File: src/rtl/os_array_pkg.sv
// Shared types and helpers for the output-stationary array sequencer.
// Latency: n/a (declarations only).
// Backpressure: n/a.
package os_array_pkg;

    localparam int ELEM_W = 32;

    // One 16.16 fixed-point matrix element; moved, never interpreted.
    typedef logic [ELEM_W-1:0] elem_t;

    // Sequencer state encoding.
    typedef logic [2:0] state_t;
    localparam state_t ST_IDLE    = 3'd0;
    localparam state_t ST_FEED    = 3'd1;
    localparam state_t ST_DRAIN   = 3'd2;
    localparam state_t ST_SHIFT   = 3'd3;
    localparam state_t ST_COLLECT = 3'd4;

    // Element (r,c) of a row-major flat matrix lives at element slot r*n+c.
    function automatic int unsigned flat_idx(input int unsigned r, input int unsigned c,
                                             input int unsigned n);
        return r * n + c;
    endfunction

endpackage

File: src/rtl/os_array_sequencer_feeder.sv
// Skewed wavefront lane generator for the N x N output-stationary array.
// Latency: combinational; the parent registers the lanes.
// Backpressure: none; one wavefront step per evaluated step index.
module os_skew_feeder
    import os_array_pkg::*;
#(
    parameter int N      = 3,
    parameter int DATA_W = 32,
    parameter int T_W    = 8
) (
    input  logic [T_W-1:0]          t,
    input  logic                    active,
    input  logic [N*N*DATA_W-1:0]   iact_mat,
    input  logic [N*N*DATA_W-1:0]   weight_mat,
    output logic [N*DATA_W-1:0]     iact_v,
    output logic [N*DATA_W-1:0]     weight_v,
    output logic [N-1:0]            valid_v
);

    // Lane i carries inner index k = t - i; matching on (i,k) keeps every select constant.
    always_comb begin
        iact_v   = '0;
        weight_v = '0;
        valid_v  = '0;
        for (int i = 0; i < N; i++) begin
            for (int k = 0; k < N; k++) begin
                if (active && (int'(t) == i + k)) begin
                    valid_v[i] = 1'b1;
                    iact_v[i*DATA_W +: DATA_W]   = iact_mat[flat_idx(i, k, N)*DATA_W +: DATA_W];
                    weight_v[i*DATA_W +: DATA_W] = weight_mat[flat_idx(k, i, N)*DATA_W +: DATA_W];
                end
            end
        end
    end

endmodule

File: src/rtl/os_array_sequencer.sv
// Runs one product on the N x N output-stationary array: feed, drain, shift, collect.
// Latency: start accept to shift_acc = 2N-1 + DRAIN_CYCLES + 1 cycles; collect bounded by TIMEOUT_CYCLES.
// Backpressure: start accepted only while ready (IDLE); out_valid has no stall, missing beats end in timeout.
module os_array_sequencer
    import os_array_pkg::*;
#(
    parameter int N              = 3,
    parameter int DATA_W         = 32,
    parameter int DRAIN_CYCLES   = 4,
    parameter int TIMEOUT_CYCLES = 64
) (
    input  logic                    clock,
    input  logic                    reset,
    input  logic                    start,
    output logic                    ready,
    input  logic [N*N*DATA_W-1:0]   iact_mat,
    input  logic [N*N*DATA_W-1:0]   weight_mat,
    output logic [N*DATA_W-1:0]     iact_in,
    output logic [N*DATA_W-1:0]     weight_in,
    output logic [N-1:0]            in_valid,
    output logic                    shift_acc,
    input  logic [DATA_W-1:0]       data_out,
    input  logic                    out_valid,
    output logic [N*N*DATA_W-1:0]   result_mat,
    output logic                    done,
    output logic                    error
);

    localparam int NN = N * N;
    localparam int MW = NN * DATA_W;
    localparam int LW = N * DATA_W;
    // One width wide enough for the feed step, drain count, collect timer and beat count.
    localparam int CW = $clog2(TIMEOUT_CYCLES + DRAIN_CYCLES + 2*N + NN + 1);

    localparam logic [CW-1:0] ONE        = CW'(1);
    localparam logic [CW-1:0] LAST_STEP  = CW'(2*N - 2);
    localparam logic [CW-1:0] LAST_DRAIN = CW'(DRAIN_CYCLES - 1);
    localparam logic [CW-1:0] LAST_WAIT  = CW'(TIMEOUT_CYCLES - 1);
    localparam logic [CW-1:0] LAST_BEAT  = CW'(NN - 1);

    state_t          state_q, state_d;
    logic [CW-1:0]   step_q, step_d;     // feed step t, drain count, or collect timer
    logic [CW-1:0]   beat_q, beat_d;
    logic [MW-1:0]   iact_lat_q, iact_lat_d;
    logic [MW-1:0]   weight_lat_q, weight_lat_d;
    logic [LW-1:0]   iact_in_q, iact_in_d;
    logic [LW-1:0]   weight_in_q, weight_in_d;
    logic [N-1:0]    in_valid_q, in_valid_d;
    logic            shift_q, shift_d;
    logic [MW-1:0]   result_q, result_d;
    logic            done_q, done_d;
    logic            error_q, error_d;

    logic [LW-1:0]   feed_iact;
    logic [LW-1:0]   feed_weight;
    logic [N-1:0]    feed_valid;

    os_skew_feeder #(
        .N      (N),
        .DATA_W (DATA_W),
        .T_W    (CW)
    ) u_feeder (
        .t          (step_q),
        .active     (state_q == ST_FEED),
        .iact_mat   (iact_lat_q),
        .weight_mat (weight_lat_q),
        .iact_v     (feed_iact),
        .weight_v   (feed_weight),
        .valid_v    (feed_valid)
    );

    // Next-state, counters, matrix latch, collector and registered array-side outputs.
    always_comb begin
        state_d      = state_q;
        step_d       = step_q;
        beat_d       = beat_q;
        iact_lat_d   = iact_lat_q;
        weight_lat_d = weight_lat_q;
        iact_in_d    = feed_iact;
        weight_in_d  = feed_weight;
        in_valid_d   = feed_valid;
        shift_d      = 1'b0;
        result_d     = result_q;
        done_d       = done_q;
        error_d      = error_q;

        case (state_q)
            ST_IDLE: begin
                if (start) begin
                    state_d      = ST_FEED;
                    iact_lat_d   = iact_mat;
                    weight_lat_d = weight_mat;
                    step_d       = '0;
                    beat_d       = '0;
                    result_d     = '0;
                    done_d       = 1'b0;
                    error_d      = 1'b0;
                end
            end
            ST_FEED: begin
                if (step_q == LAST_STEP) begin
                    state_d = ST_DRAIN;
                    step_d  = '0;
                end else begin
                    step_d = step_q + ONE;
                end
            end
            ST_DRAIN: begin
                if (step_q == LAST_DRAIN) begin
                    state_d = ST_SHIFT;
                    step_d  = '0;
                end else begin
                    step_d = step_q + ONE;
                end
            end
            ST_SHIFT: begin
                shift_d = 1'b1;
                state_d = ST_COLLECT;
                step_d  = '0;
                beat_d  = '0;
            end
            ST_COLLECT: begin
                // The array drains bottom-right first, so beat b fills slot NN-1-b.
                if (out_valid) begin
                    for (int b = 0; b < NN; b++) begin
                        if (beat_q == CW'(b)) begin
                            result_d[(NN-1-b)*DATA_W +: DATA_W] = data_out;
                        end
                    end
                    beat_d = beat_q + ONE;
                end
                if (out_valid && (beat_q == LAST_BEAT)) begin
                    state_d = ST_IDLE;
                    done_d  = 1'b1;
                    error_d = 1'b0;
                end else if (step_q == LAST_WAIT) begin
                    state_d = ST_IDLE;
                    done_d  = 1'b1;
                    error_d = 1'b1;
                end else begin
                    step_d = step_q + ONE;
                end
            end
            default: begin
                state_d = ST_IDLE;
            end
        endcase
    end

    // State register; reset abandons any run in flight and clears the result.
    always_ff @(posedge clock) begin
        if (reset) begin
            state_q      <= ST_IDLE;
            step_q       <= '0;
            beat_q       <= '0;
            iact_lat_q   <= '0;
            weight_lat_q <= '0;
            iact_in_q    <= '0;
            weight_in_q  <= '0;
            in_valid_q   <= '0;
            shift_q      <= 1'b0;
            result_q     <= '0;
            done_q       <= 1'b0;
            error_q      <= 1'b0;
        end else begin
            state_q      <= state_d;
            step_q       <= step_d;
            beat_q       <= beat_d;
            iact_lat_q   <= iact_lat_d;
            weight_lat_q <= weight_lat_d;
            iact_in_q    <= iact_in_d;
            weight_in_q  <= weight_in_d;
            in_valid_q   <= in_valid_d;
            shift_q      <= shift_d;
            result_q     <= result_d;
            done_q       <= done_d;
            error_q      <= error_d;
        end
    end

    assign ready      = (state_q == ST_IDLE);
    assign iact_in    = iact_in_q;
    assign weight_in  = weight_in_q;
    assign in_valid   = in_valid_q;
    assign shift_acc  = shift_q;
    assign result_mat = result_q;
    assign done       = done_q;
    assign error      = error_q;

endmodule

File: config.mk
export PLATFORM = sky130hd
export DESIGN_NAME = os_array_sequencer
export DESIGN_NICKNAME = d
export VERILOG_FILES = /design/src/rtl/os_array_pkg.sv /design/src/rtl/os_array_sequencer_feeder.sv /design/src/rtl/os_array_sequencer.sv
export SDC_FILE = /design/constraint.sdc
export NUM_CORES = 2
export LEC_CHECK = 0
export ABC_AREA = 1
export BUFFER_PORTS_ARGS = -buffer_cell sky130_fd_sc_hd__clkbuf_2
export CAP_MARGIN = 20
export CORE_AREA = 2 2 425 427
export CTS_BUF_LIST = sky130_fd_sc_hd__clkbuf_4
export DETAILED_ROUTE_END_ITERATION = 12
export DIE_AREA = 0 0 427 429
export PLACE_DENSITY = 0.52
export SLEW_MARGIN = 20
export SYNTH_ARGS = -nofsm -noshare
export SYNTH_HDL_FRONTEND = slang
export SYNTH_SLANG_ARGS = --single-unit
File: constraint.sdc
create_clock -name clock -period 1.8 [get_ports clock]
set_input_delay 0.36 -clock clock [delete_from_list [all_inputs] [get_ports clock]]
set_output_delay 0.36 -clock clock [all_outputs]
set_load 0.02 [all_outputs]
==> results by group <==
STA
  – Fmax: 0.401 GHz
  – Fin crit share: 139%
  – Final setup fails: approximately 1200
  – Max Slew Vio Count: 0
  – Max transition margin: between 50 and 60%
  – Clock Skew: 0.134 ns
  – Worst-Margin Slew: around 0.64 ns
  – Setup repair after global routing missed its margin: true
  – Worst setup margin: -0.694 ns
  – Final Hold Viols: 0
  – Fin crit period: about 2.5 ns
  – Total Neg Setup Slack: -214.00 ns
  – Final hold slack: slightly above 0.2 ns

Route
  – Post-DR wirelength/cell: around 20 µm
  – Routed vias/inst: 4.65
  – Router iterations before antenna repair: 6
  – Vias: between 50000 and 60000
  – Antenna Nets Post-Route: 0
  – WL final: 213000 µm
  – Iter 0 DRT Violations: approximately 3600
  – Residual DRC count: 0

GRT
  – Largest net degree at the start of global routing: between 90 and 100
  – Gr usage total: a little over a fifth
  – Vias in the first global route: just over 50000
  – Initial antenna violation count: 71
  – First-pass GRT wire length: between 300000 and 400000 µm
  – GRT Residual Overflow: 0

Clocking
  – Clock H-tree levels: 5
  – CTS Buffer Depth: 4
  – Clock Pin Slew Worst Setup and Hold Paths: ~0.06 ns
  – Clk root buf: clkbuf_4
  – Num CTS Buffers: around 320
  – Clk sink count: 1079
  – Clock latency at the later pin of the worst-skew pair: 1.37 ns
  – TritonCTS clock tree: done

Power and ir drop
  – Pleak: ~34 nW
  – Pwr/cell area: between 1000 and 1500 nW/µm²
  – Peak supply drop: approximately 0.9 mV

Min path
  – Hold Crit Class: in -> reg

Setup path
  – Crit-path max cell delay: 0.35 ns
  – CP required: between 1 and 1.5 ns
  – CP bufs+invs: 4
  – Setup CP Type: reg -> out
  – Crit path max fanout: 2
  – CP top delay family: buffers and inverters
  – Most common cell on crit path: buf_6
  – Worst path arrival time: approximately 2.1 ns
  – CP Launch Type: flip-flop
  – Critical-path cell list: nor2_4 > buf_6 > nand2_4 > buf_6 > inv_4 > buf_8
  – Endpoint type of the worst setup path: primary output
  – Slowest cell on the critical path: dfxtp_4

Synth
  – Synth Area per Inst: around 7.4 µm²
  – Register area share after synthesis: between 50% and 60%
  – Synth unique cells: 31
  – FF+latch count, synth: 1079
  – Mapped Area: 40500 µm²
  – Syn Nets: about 6100
  – Mapped Cells: 5454
  – Yosys synthesis warning count: 0

Floorplan
  – # rows: roughly 160
  – Die Y: 429 µm
  – Ports: about 1100
  – Die Wd: ~430 µm
  – Initial core utilization: 22.7%
  – Core area: between 150000 and 200000 µm²
  – Die area: between 150000 and 200000 µm²

Flow run
  – Max-Cap Viols: 0

Finish
  – Layout area overhead: 87.7%
  – NumNets Final: between 8000 and 9000
  – Fraction of layout cells with a size suffix above 1: about a third

Status
  – Outcome: complete, but fails checks
  – Failing checks: setup timing

Placed design
  – Hpwl dp: between 100000 and 150000 µm
  – GPL Wtd Cong: around 0.90
  – Buffers on Ports: roughly 1100
-- cells in the mapped netlist (all sizes together) --
| library cell | instances | area share (%) |
|---|---|---|
| nor2 | 1671 | 16 |
| dfxtp | 1079 | 53 |
| o21ai | 985 | 12 |
| nand2 | 522 | 4.9 |
| inv | 269 | 2.5 |
| clkbuf | 264 | 2.4 |
| nand3 | 229 | 2.8 |
| buf | 152 | 1.9 |
| a31oi | 112 | 1.7 |
| a21oi | 79 | 0.98 |
| nand4 | 69 | 1.1 |
| ha | 8 | 0.25 |
| clkinv | 4 | 0.049 |
| nor3 | 3 | 0.077 |
| xor2 | 3 | 0.065 |
| a21o | 1 | 0.019 |
| and2 | 1 | 0.015 |
| o21bai | 1 | 0.019 |
| or2 | 1 | 0.015 |
| xnor2 | 1 | 0.022 |
-- logic make-up after synthesis --
group                    share of synthesized area [%]
AO/OA/AOI/OAI                                     14.9
XOR/XNOR                                        0.0866
adder cells (fa/ha/maj)                          0.247
buffers and inverters                             6.86
flip-flops                                        53.4
AND/OR/NAND/NOR                                   24.5
-- routing by layer --
layer	GRT usage, %	vias up	share of wire, %
li1	-	23400	-
met1	23.5	23500	36
met2	36.8	2795	48
met3	5.82	866	8.1
met4	15.7	18	7.4
met5	0	-	0.059
-- placed cells by master, fill, tap and decap left out, drive strengths merged --
master | Yosys | routed
a31oi | 112 | 112
and2 | 1 | 1
clkinvlp | 0 | 2
or2 | 1 | 1
dlygate4sd3 | 0 | 1217
ha | 8 | 8
diode | 0 | 77
xnor2 | 1 | 1
bufbuf | 0 | 5
nor2 | 1671 | 1671
a21oi | 79 | 79
o21ai | 985 | 985
a21o | 1 | 1
clkinv | 4 | 57
nand4 | 69 | 69
nand3 | 229 | 229
nor3 | 3 | 3
o21bai | 1 | 1
inv | 269 | 275
dfxtp | 1079 | 1079
clkbuf | 264 | 1095
buf | 152 | 1015
nand2 | 522 | 522
xor2 | 3 | 3
-- registers in the layout (all words and copies together), names as in the netlist --
| signal | count |
|---|---|
| shift_acc | 1 |
| result_mat | 288 |
| done | 1 |
| iact_lat_q | 288 |
| weight_in | 96 |
| weight_lat_q | 288 |
| in_valid | 3 |
| error | 1 |
| step_q | 7 |
| iact_in | 96 |
| state_q | 3 |
| beat_q | 7 |
-- stage by stage --
stage	area, µm²	setup WS (ns)	power, W	utilization (%)	cells
floorplan	40500	0.149	0.0534	-	5454
global placement	51900	-0.384	0.0701	29.2	8924
detailed placement	51900	-0.384	0.0704	29.2	8924
CTS	74300	-0.942	0.103	41.7	10700
global route	75900	-0.891	0.113	42.6	10800
finish	76000	-0.694	0.107	42.7	10900
-- worst min-delay path: stages --
cell and delay (ns):
dlygate4sd3_1 0.53, clkbuf_2 0.12, nand2_1 0.08, inv_1 0.10
buf_12 0.13, o21ai_0 0.08, nor2_1 0.08
-- layout make-up --
| type | count | area, µm² |
|---|---|---|
| Fill cell | 16800 | 102000 |
| Timing Repair Buffer | 2860 | 29100 |
| Sequential cell | 1079 | 22300 |
| Multi-Input combinational cell | 3686 | 16500 |
| Clock buffer | 472 | 3540 |
| Tap cell | 2355 | 2950 |
| Inverter | 273 | 1070 |
| Clock inverter | 61 | 243 |
| Antenna cell | 77 | 193 |
-- power breakdown --
part | internal [W] | switching [W] | leakage [nW]
sequential | 0.0316 | 0.00525 | 9.09
clock | 0.0119 | 0.0113 | 2.30
combinational | 0.0219 | 0.0253 | 23.0
-- path summary, 6_finish.rpt --
path	startpoint	to	slack, ns	cells past startpoint
hold reg to reg	weight_lat_q[50]	weight_in[50]	0.41	2
hold / removal	data_out[21]	result_mat[53]	0.20	7
setup reg to reg	state_q[1]	weight_in[52]	-0.37	10
setup / recovery	state_q[0]	ready	-0.69	6
-- timing repair --
item | CTS | global route
pin swaps | 28 | 12
setup buffers | 44 | 40
resized for setup | 1597 | 588
hold endpoints to repair | 1079 | 0
hold buffers | 1217 | 0
cloned | 21 | 10
endpoints found under the setup margin | 1250 | 1474
Note: power is estimated with default switching activity, not from simulation.
